[src/rtl/fo_filter_bank.sv]
// Time-multiplexed first-order filter bank: one shared datapath, per-channel x/y history.
// Define FOF_SAT_EN to clamp out-of-range results and drive sat_flag; otherwise results wrap.
module fo_filter_bank #(
    parameter int WIDTH    = 16,
    parameter int CHANNELS = 4,
    parameter int SHIFT    = 2,
    localparam int CH_W    = (CHANNELS > 1) ? $clog2(CHANNELS) : 1
) (
    input  logic             clk,
    input  logic             reset_n,
    input  logic             in_valid,
    input  logic [CH_W-1:0]  in_ch,
    input  logic [WIDTH-1:0] in_data,
    input  logic [1:0]       mode,
    input  logic             clear,
    output logic             out_valid,
    output logic [CH_W-1:0]  out_ch,
    output logic [WIDTH-1:0] out_data,
    output logic             sat_flag
);

    localparam int EW = WIDTH + 2;
    localparam logic [31:0] CHANNELS_U = 32'(CHANNELS);

    logic [CHANNELS-1:0][WIDTH-1:0] x_prev_all;
    logic [CHANNELS-1:0][WIDTH-1:0] y_prev_all;

    logic                 ch_ok;
    logic                 accept;
    logic [WIDTH-1:0]     x_hist;
    logic [WIDTH-1:0]     y_hist;
    logic signed [EW-1:0] xe;
    logic signed [EW-1:0] xp;
    logic signed [EW-1:0] yp;
    logic signed [EW-1:0] diff;
    logic signed [EW-1:0] exact;
    logic [WIDTH-1:0]     res_d;

    logic                 out_valid_q;
    logic [CH_W-1:0]      out_ch_q;
    logic [WIDTH-1:0]     out_data_q;

    assign ch_ok  = ({{(32-CH_W){1'b0}}, in_ch} < CHANNELS_U);
    assign accept = in_valid && ch_ok;

    // A simultaneous clear means the sample sees zero history in every channel.
    always_comb begin
        x_hist = '0;
        y_hist = '0;
        if (ch_ok && !clear) begin
            x_hist = x_prev_all[in_ch];
            y_hist = y_prev_all[in_ch];
        end
    end

    always_comb begin
        xe    = {{2{in_data[WIDTH-1]}}, in_data};
        xp    = {{2{x_hist[WIDTH-1]}}, x_hist};
        yp    = {{2{y_hist[WIDTH-1]}}, y_hist};
        diff  = xe - yp;
        exact = '0;
        case (mode)
            2'd0:    exact = xe + yp;
            2'd1:    exact = xe - xp;
            2'd2:    exact = yp + (diff >>> SHIFT);
            default: exact = (xe + xp) >>> 1;
        endcase
    end

`ifdef FOF_SAT_EN
    localparam logic signed [EW-1:0] MAX_V = {3'b000, {(WIDTH-1){1'b1}}};
    localparam logic signed [EW-1:0] MIN_V = {3'b111, {(WIDTH-1){1'b0}}};

    logic sat_d;
    logic sat_q;

    always_comb begin
        sat_d = 1'b0;
        res_d = exact[WIDTH-1:0];
        if (exact > MAX_V) begin
            sat_d = 1'b1;
            res_d = MAX_V[WIDTH-1:0];
        end else if (exact < MIN_V) begin
            sat_d = 1'b1;
            res_d = MIN_V[WIDTH-1:0];
        end
    end

    always_ff @(posedge clk) begin
        if (!reset_n) begin
            sat_q <= 1'b0;
        end else if (accept) begin
            sat_q <= sat_d;
        end
    end

    assign sat_flag = sat_q;
`else
    logic unused_hi;

    // Two's complement wrap: the guard bits are simply dropped.
    assign res_d     = exact[WIDTH-1:0];
    assign unused_hi = ^exact[EW-1:WIDTH];
    assign sat_flag  = 1'b0;
`endif

    always_ff @(posedge clk) begin
        if (!reset_n) begin
            out_valid_q <= 1'b0;
            out_ch_q    <= '0;
            out_data_q  <= '0;
        end else begin
            out_valid_q <= accept;
            if (accept) begin
                out_ch_q   <= in_ch;
                out_data_q <= res_d;
            end
        end
    end

    genvar gi;
    generate
        for (gi = 0; gi < CHANNELS; gi++) begin : g_hist
            logic [WIDTH-1:0] x_q;
            logic [WIDTH-1:0] y_q;

            // An accepted sample on this channel wins over a concurrent clear.
            always_ff @(posedge clk) begin
                if (!reset_n) begin
                    x_q <= '0;
                    y_q <= '0;
                end else if (accept && (in_ch == CH_W'(gi))) begin
                    x_q <= in_data;
                    y_q <= res_d;
                end else if (clear) begin
                    x_q <= '0;
                    y_q <= '0;
                end
            end

            assign x_prev_all[gi] = x_q;
            assign y_prev_all[gi] = y_q;
        end
    endgenerate

    assign out_valid = out_valid_q;
    assign out_ch    = out_ch_q;
    assign out_data  = out_data_q;

endmodule

[config.mk]
export PLATFORM = sky130hd
export DESIGN_NAME = fo_filter_bank
export DESIGN_NICKNAME = d
export VERILOG_FILES = /design/src/rtl/fo_filter_bank.sv
export SDC_FILE = /design/constraint.sdc
export NUM_CORES = 1
export LEC_CHECK = 0
export CORE_MARGIN = 3
export CORE_UTILIZATION = 45
export DETAILED_ROUTE_END_ITERATION = 16
export PLACE_DENSITY = 0.59
export SLEW_MARGIN = 20
export SYNTH_ARGS = -nofsm -noshare
export SYNTH_HDL_FRONTEND = slang
export SYNTH_SLANG_ARGS = --single-unit
export TNS_END_PERCENT = 5
[constraint.sdc]
create_clock -name clk -period 11.2 [get_ports clk]
set_input_delay 1.68 -clock clk [delete_from_list [all_inputs] [get_ports clk]]
set_output_delay 1.68 -clock clk [all_outputs]
set_load 0.01 [all_outputs]
* Word level (Yosys, flattened, before mapping)
Cells that the tools add are included.
Operators by class: add/subtract/negate cells 5, order comparisons 1, equality and inequality tests 5, multiplexer cells 16, reductions and logical operators 10
Operators with widths (number):
- $mux W16 | 13
- $bmux W16 S2 | 2
- $pmux W16 S3 | 1
- $add A16 B16 Y17 | 1
- $sub A16 B16 Y17 | 1
- $add A16 B15 Y16 | 1
- $add A16 B16 Y16 | 1
- $sub A16 B16 Y16 | 1
- $reduce_bool A2 Y1 | 4
- $eq A2 B2 Y1 const B | 3
- $eq A2 B1 Y1 const B | 2
- $logic_and A1 B1 Y1 | 4
- $logic_not A2 Y1 | 2
- $lt A2 B3 Y1 const B | 1
Storage, ports and cells: flip-flop bits (word level) 147, input port bits 24, output and inout port bits 20, logic and storage cells 48

* Depth between registers and ports, before layout
word-level depth 7, gate-level depth with buffers 25

* Least setup slack after synthesis
Ideal clock, no wire load.
kind in2reg, from input in_ch[0], to register out_data_q[13] (netlist: out_data[13]), setup time 0.066 ns, data arrival time 6.866 ns, path slack 4.268 ns, cell stages on the path 25, buffers on the path 4, cells stage by stage buf_2 > buf_1 > buf_1 > clkbuf_1 > a211oi_1 > a21oi_1 > nand2_1 > ha_1 > o21ai_0 > o2bb2ai_1 > a211oi_1 > or2_2 > a21o_1 > a21oi_1 > xor2_1 > o21ai_0 > ha_1 > a21o_1 > nand2_1 > nand2b_1 > o21a_1 > o41a_1 > mux2_1 > or3_4 > a21oi_2
On the way: word-level cells in the longest chain between the ends 6
RTL lines:
- start: declaration | line 12 | input logic [CH_W-1:0] in_ch,
- $bmux W16 S2 | line 52 | y_hist = y_prev_all[in_ch];
- $mux W16 (implied by the code) | line 52
- $mux W16 | line 50 | if (ch_ok && !clear) begin
- $sub A16 B16 Y17 | line 60 | diff = xe - yp;
- $add A16 B15 Y16 | line 65 | 2'd2: exact = yp + (diff >>> SHIFT);
- $pmux W16 S3 (*) | line 62 | case (mode)
- end signal: assignment | line 116 | out_data_q <= res_d;
- end: declaration | line 41 | logic [WIDTH-1:0] out_data_q;
Every way passes the cells marked *; elsewhere a longest branch is shown, timed or not. The select of a mux whose other input is x is not followed. A chain may end at the register's enable or synchronous reset.

* Worst setup path after layout
from input clear, to register out_data_q[13] (netlist: out_data[13])
On the way: word-level cells in the longest chain between the ends 4
RTL lines:
- start: declaration | line 15 | input logic clear,
- $mux W16 | line 50
- $sub A16 B16 Y17 | line 60
- $add A16 B15 Y16 | line 65
- $pmux W16 S3 (*) | line 62
Every way passes the cells marked *; elsewhere a longest branch is shown, timed or not.

==> reports/metrics.cfg <==
[clock_network]
clockBufferDepth=2
post-cts-setup-buffer-count=0
cts-htree-levels=4
cts_sinks=147
root_buffer=clkbuf_16
clk_pin_slew_ps=70
clkLatencyLatePin_ps=440
cts_tree=built
ctsHoldBuffers=0
cts_resized=0
numCtsBuffers=17

[synthesis]
synthTopCellsByArea=dfxtp_1 29%, a21oi_1 8.0%, ha_1 7.7%
synth_top_cell_by_area=dfxtp_1
synth-seq-cells=147
synthTopCellsByCount=163 x a21oi_1, 150 x nand2_1, 147 x dfxtp_1
synth_cell_types=80
synthArstFlopShare=0
ys_seq_area_frac=0.288
syn_inst=1353
synth_most_common_cell=a21oi_1
ys_warn_count=0
synth_edf_count=0
yosysTopAreaCellShare=0.288
synth_fp_nets=1443
netlist_area_um2=10200
ys.flop_type=dfxtp_1
syn_area_per_cell_um2=7.56

[critical_path]
crit_slowest_cell=buf_4
r2r_end=out_data[13]
r2r_start=g_hist[0].y_q[1]
path_class=input pin to register
worstPathCellList=clkdlybuf4s50_1 > buf_4 > clkinv_2 > buf_4 > nand2_1 > ha_1 > o21ai_0 > o2bb2ai_1 > a211oi_1 > or2_2 > a21o_1 > a21oi_1 > xor2_1 > o21ai_0 > ha_1 > a21o_1 > nand2_1 > nand2b_1 > o21a_1 > o41a_1 > mux2_1 > or3_4 > a21oi_2
cp_data_arrival_time_ps=7220
crit_required_ps=11570
cpPeakStageDelay_ps=460
r2r_slack_ps=6140
crit_path_end_kind=register
cp_max_fo=55
critPathLaunchType=input pin
rr_worst_depth=22

[floorplan]
start_util=0.463
dieArea_um2=24600
die_width_um=157
rows=54
core_area_um2=22100
die_h_um=157
pin_count=44

[hold_path]
holdPathEnd=g_hist[0].x_q[14]
hold_path.class=register to register
min_from=g_hist[0].x_q[14]
hold_path_depth=2

[drt]
routed.top_layer=met4
drt_iter0_markers=698
wl_met1_mm=14.5
wl_mm=31.0
vias_per_cell=5.93
vias=9626
met2WireLength_mm=14.5
route.met3.wl_mm=1.48
drt-pass1-iter-count=7
wl_per_cell_um=19.1
drc=0
ant_nets=0

[place]
dp_slack_ps=3910
gp_congestion=0.892
post-dp-hpwl_mm=20.5
place_inst=1591
port-buffer-count=42

[finish]
area_growth_syn_to_layout_pct=11.0
drive_gt1_frac=0.0625
diodes=0
instances_no_fill=1623
final_nets=1420

[power_and_ir_drop]
power.switching_w=0.000490
p_int_w=0.00105
p_seq_frac=0.358
pwr_density_cell_nw_per_um2=135
netSwitchingFraction=0.318
power_leakage_nw=4.50
vdd_drop_max_mv=0.0801
pwr-share-comb=0.223
pwr-share-clk=0.418

[global_route]
antenna_found_initial=0
overflow=0
grt_max_degree=84
grt_pass1_wl_mm=49.6
grt_usage=0.254
grt_pass1_vias=8953

[timing]
setup_viol=0
tightest_slew_ps=985
setup_ws_ps=4350
timing.final.crit_share=0.611
tns_ps=0
rsz0062_at_grt=false
hold_viol=0
report.final.slew_viol_count=0
fmax_mhz=146
clock_skew_ps=13.3
relSlewSlack=0.341
post-route-min-period_ps=6850

[status]
outcome=completed

[job]
cap_violations=0

how the worst max path moves through the flow:
stage / start / end / slack [ps]
2_1_floorplan: in_ch[0] / out_data[13] / 4270
3_3_place_gp: clear / g_hist[0].y_q[13] / 3990
3_5_place_dp: clear / out_data[13] / 3910
4_1_cts: clear / out_data[13] / 4360
5_1_grt: clear / g_hist[3].y_q[13] / 3920
6_report: clear / out_data[13] / 4350
per-layer routing:
layer	global-route usage	vias to the layer above
met1	0.352	4556
met5	0	-
li1	-	4793
met2	0.414	241
met3	0.0371	36
met4	0.0646	0
state kept, by name (all words and copies together) (netlist names):
| register | count |
|---|---|
| out_valid | 1 |
| out_data | 16 |
| g_hist.y_q | 64 |
| g_hist.x_q | 64 |
| out_ch | 2 |
power groups by stage:
stage               logic (W)  registers (W)  clock network [W]
global placement     0.000340       0.000563                  0
CTS                  0.000343       0.000552           0.000655
finish               0.000344       0.000552           0.000644
global route         0.000381       0.000554           0.000678
floorplan            0.000239       0.000564                  0
detailed placement   0.000341       0.000563                  0
per-stage QoR:
stage	util	total power [W]	hold WS, ps	area, µm²
after floorplan	-	0.000803	438	10200
final	0.514	0.00154	462	11400
after global placement	0.485	0.000903	450	10700
after CTS	0.514	0.00155	464	11400
after detailed placement	0.485	0.000904	454	10700
after global routing	0.514	0.00161	483	11400
critical path: cells and delay by family:
family / cells / cell delay [ps]
buf+inv: 4 / 1210
xor+xnor: 1 / 150
fa+ha+maj: 2 / 770
simple gates: 5 / 1150
mux: 1 / 310
compound gates: 10 / 1910
cells in the final DEF (no fill, tap or decap), drive strengths merged, types with 8 or more instances in the layout:
cell type      count
a211oi            47
a21o              18
a21oi            164
a311oi            12
a31oi             17
and2              21
and3              16
buf               19
clkbuf            17
clkdlybuf4s50     40
dfxtp            147
ha                63
inv               64
mux2i             36
nand2            150
nand2b             9
nand3             78
nand3b            25
nand4              8
nor2              84
nor2b             46
nor3              26
o211ai             8
o21a              13
o21ai             75
o31ai             14
or3               10
xnor2             16
xor2              10
cell type report:
type	count	area, µm²
Multi-Input combinational cell	1047	6670
Sequential cell	147	2940
Timing Repair Buffer	59	541
Inverter	58	220
Fill cell	2146	10700
Clock buffer	17	425
Clock inverter	15	216
Tap cell	280	350
kinds of logic (layout without fill, tap and decap cells):
group	Yosys count	after routing	share of synthesized area
AOI/OAI and AO/OA	415	415	0.260
xor gates and xnor gates	26	26	0.0223
other	1	1	0.000366
buffers and inverters	159	149	0.0611
and+or+nand+nor	497	497	0.240
DFF	147	147	0.288
adders and majority gates	66	66	0.0829
muxes	42	42	0.0451
No activity file was read; power rests on OpenSTA's default activity.
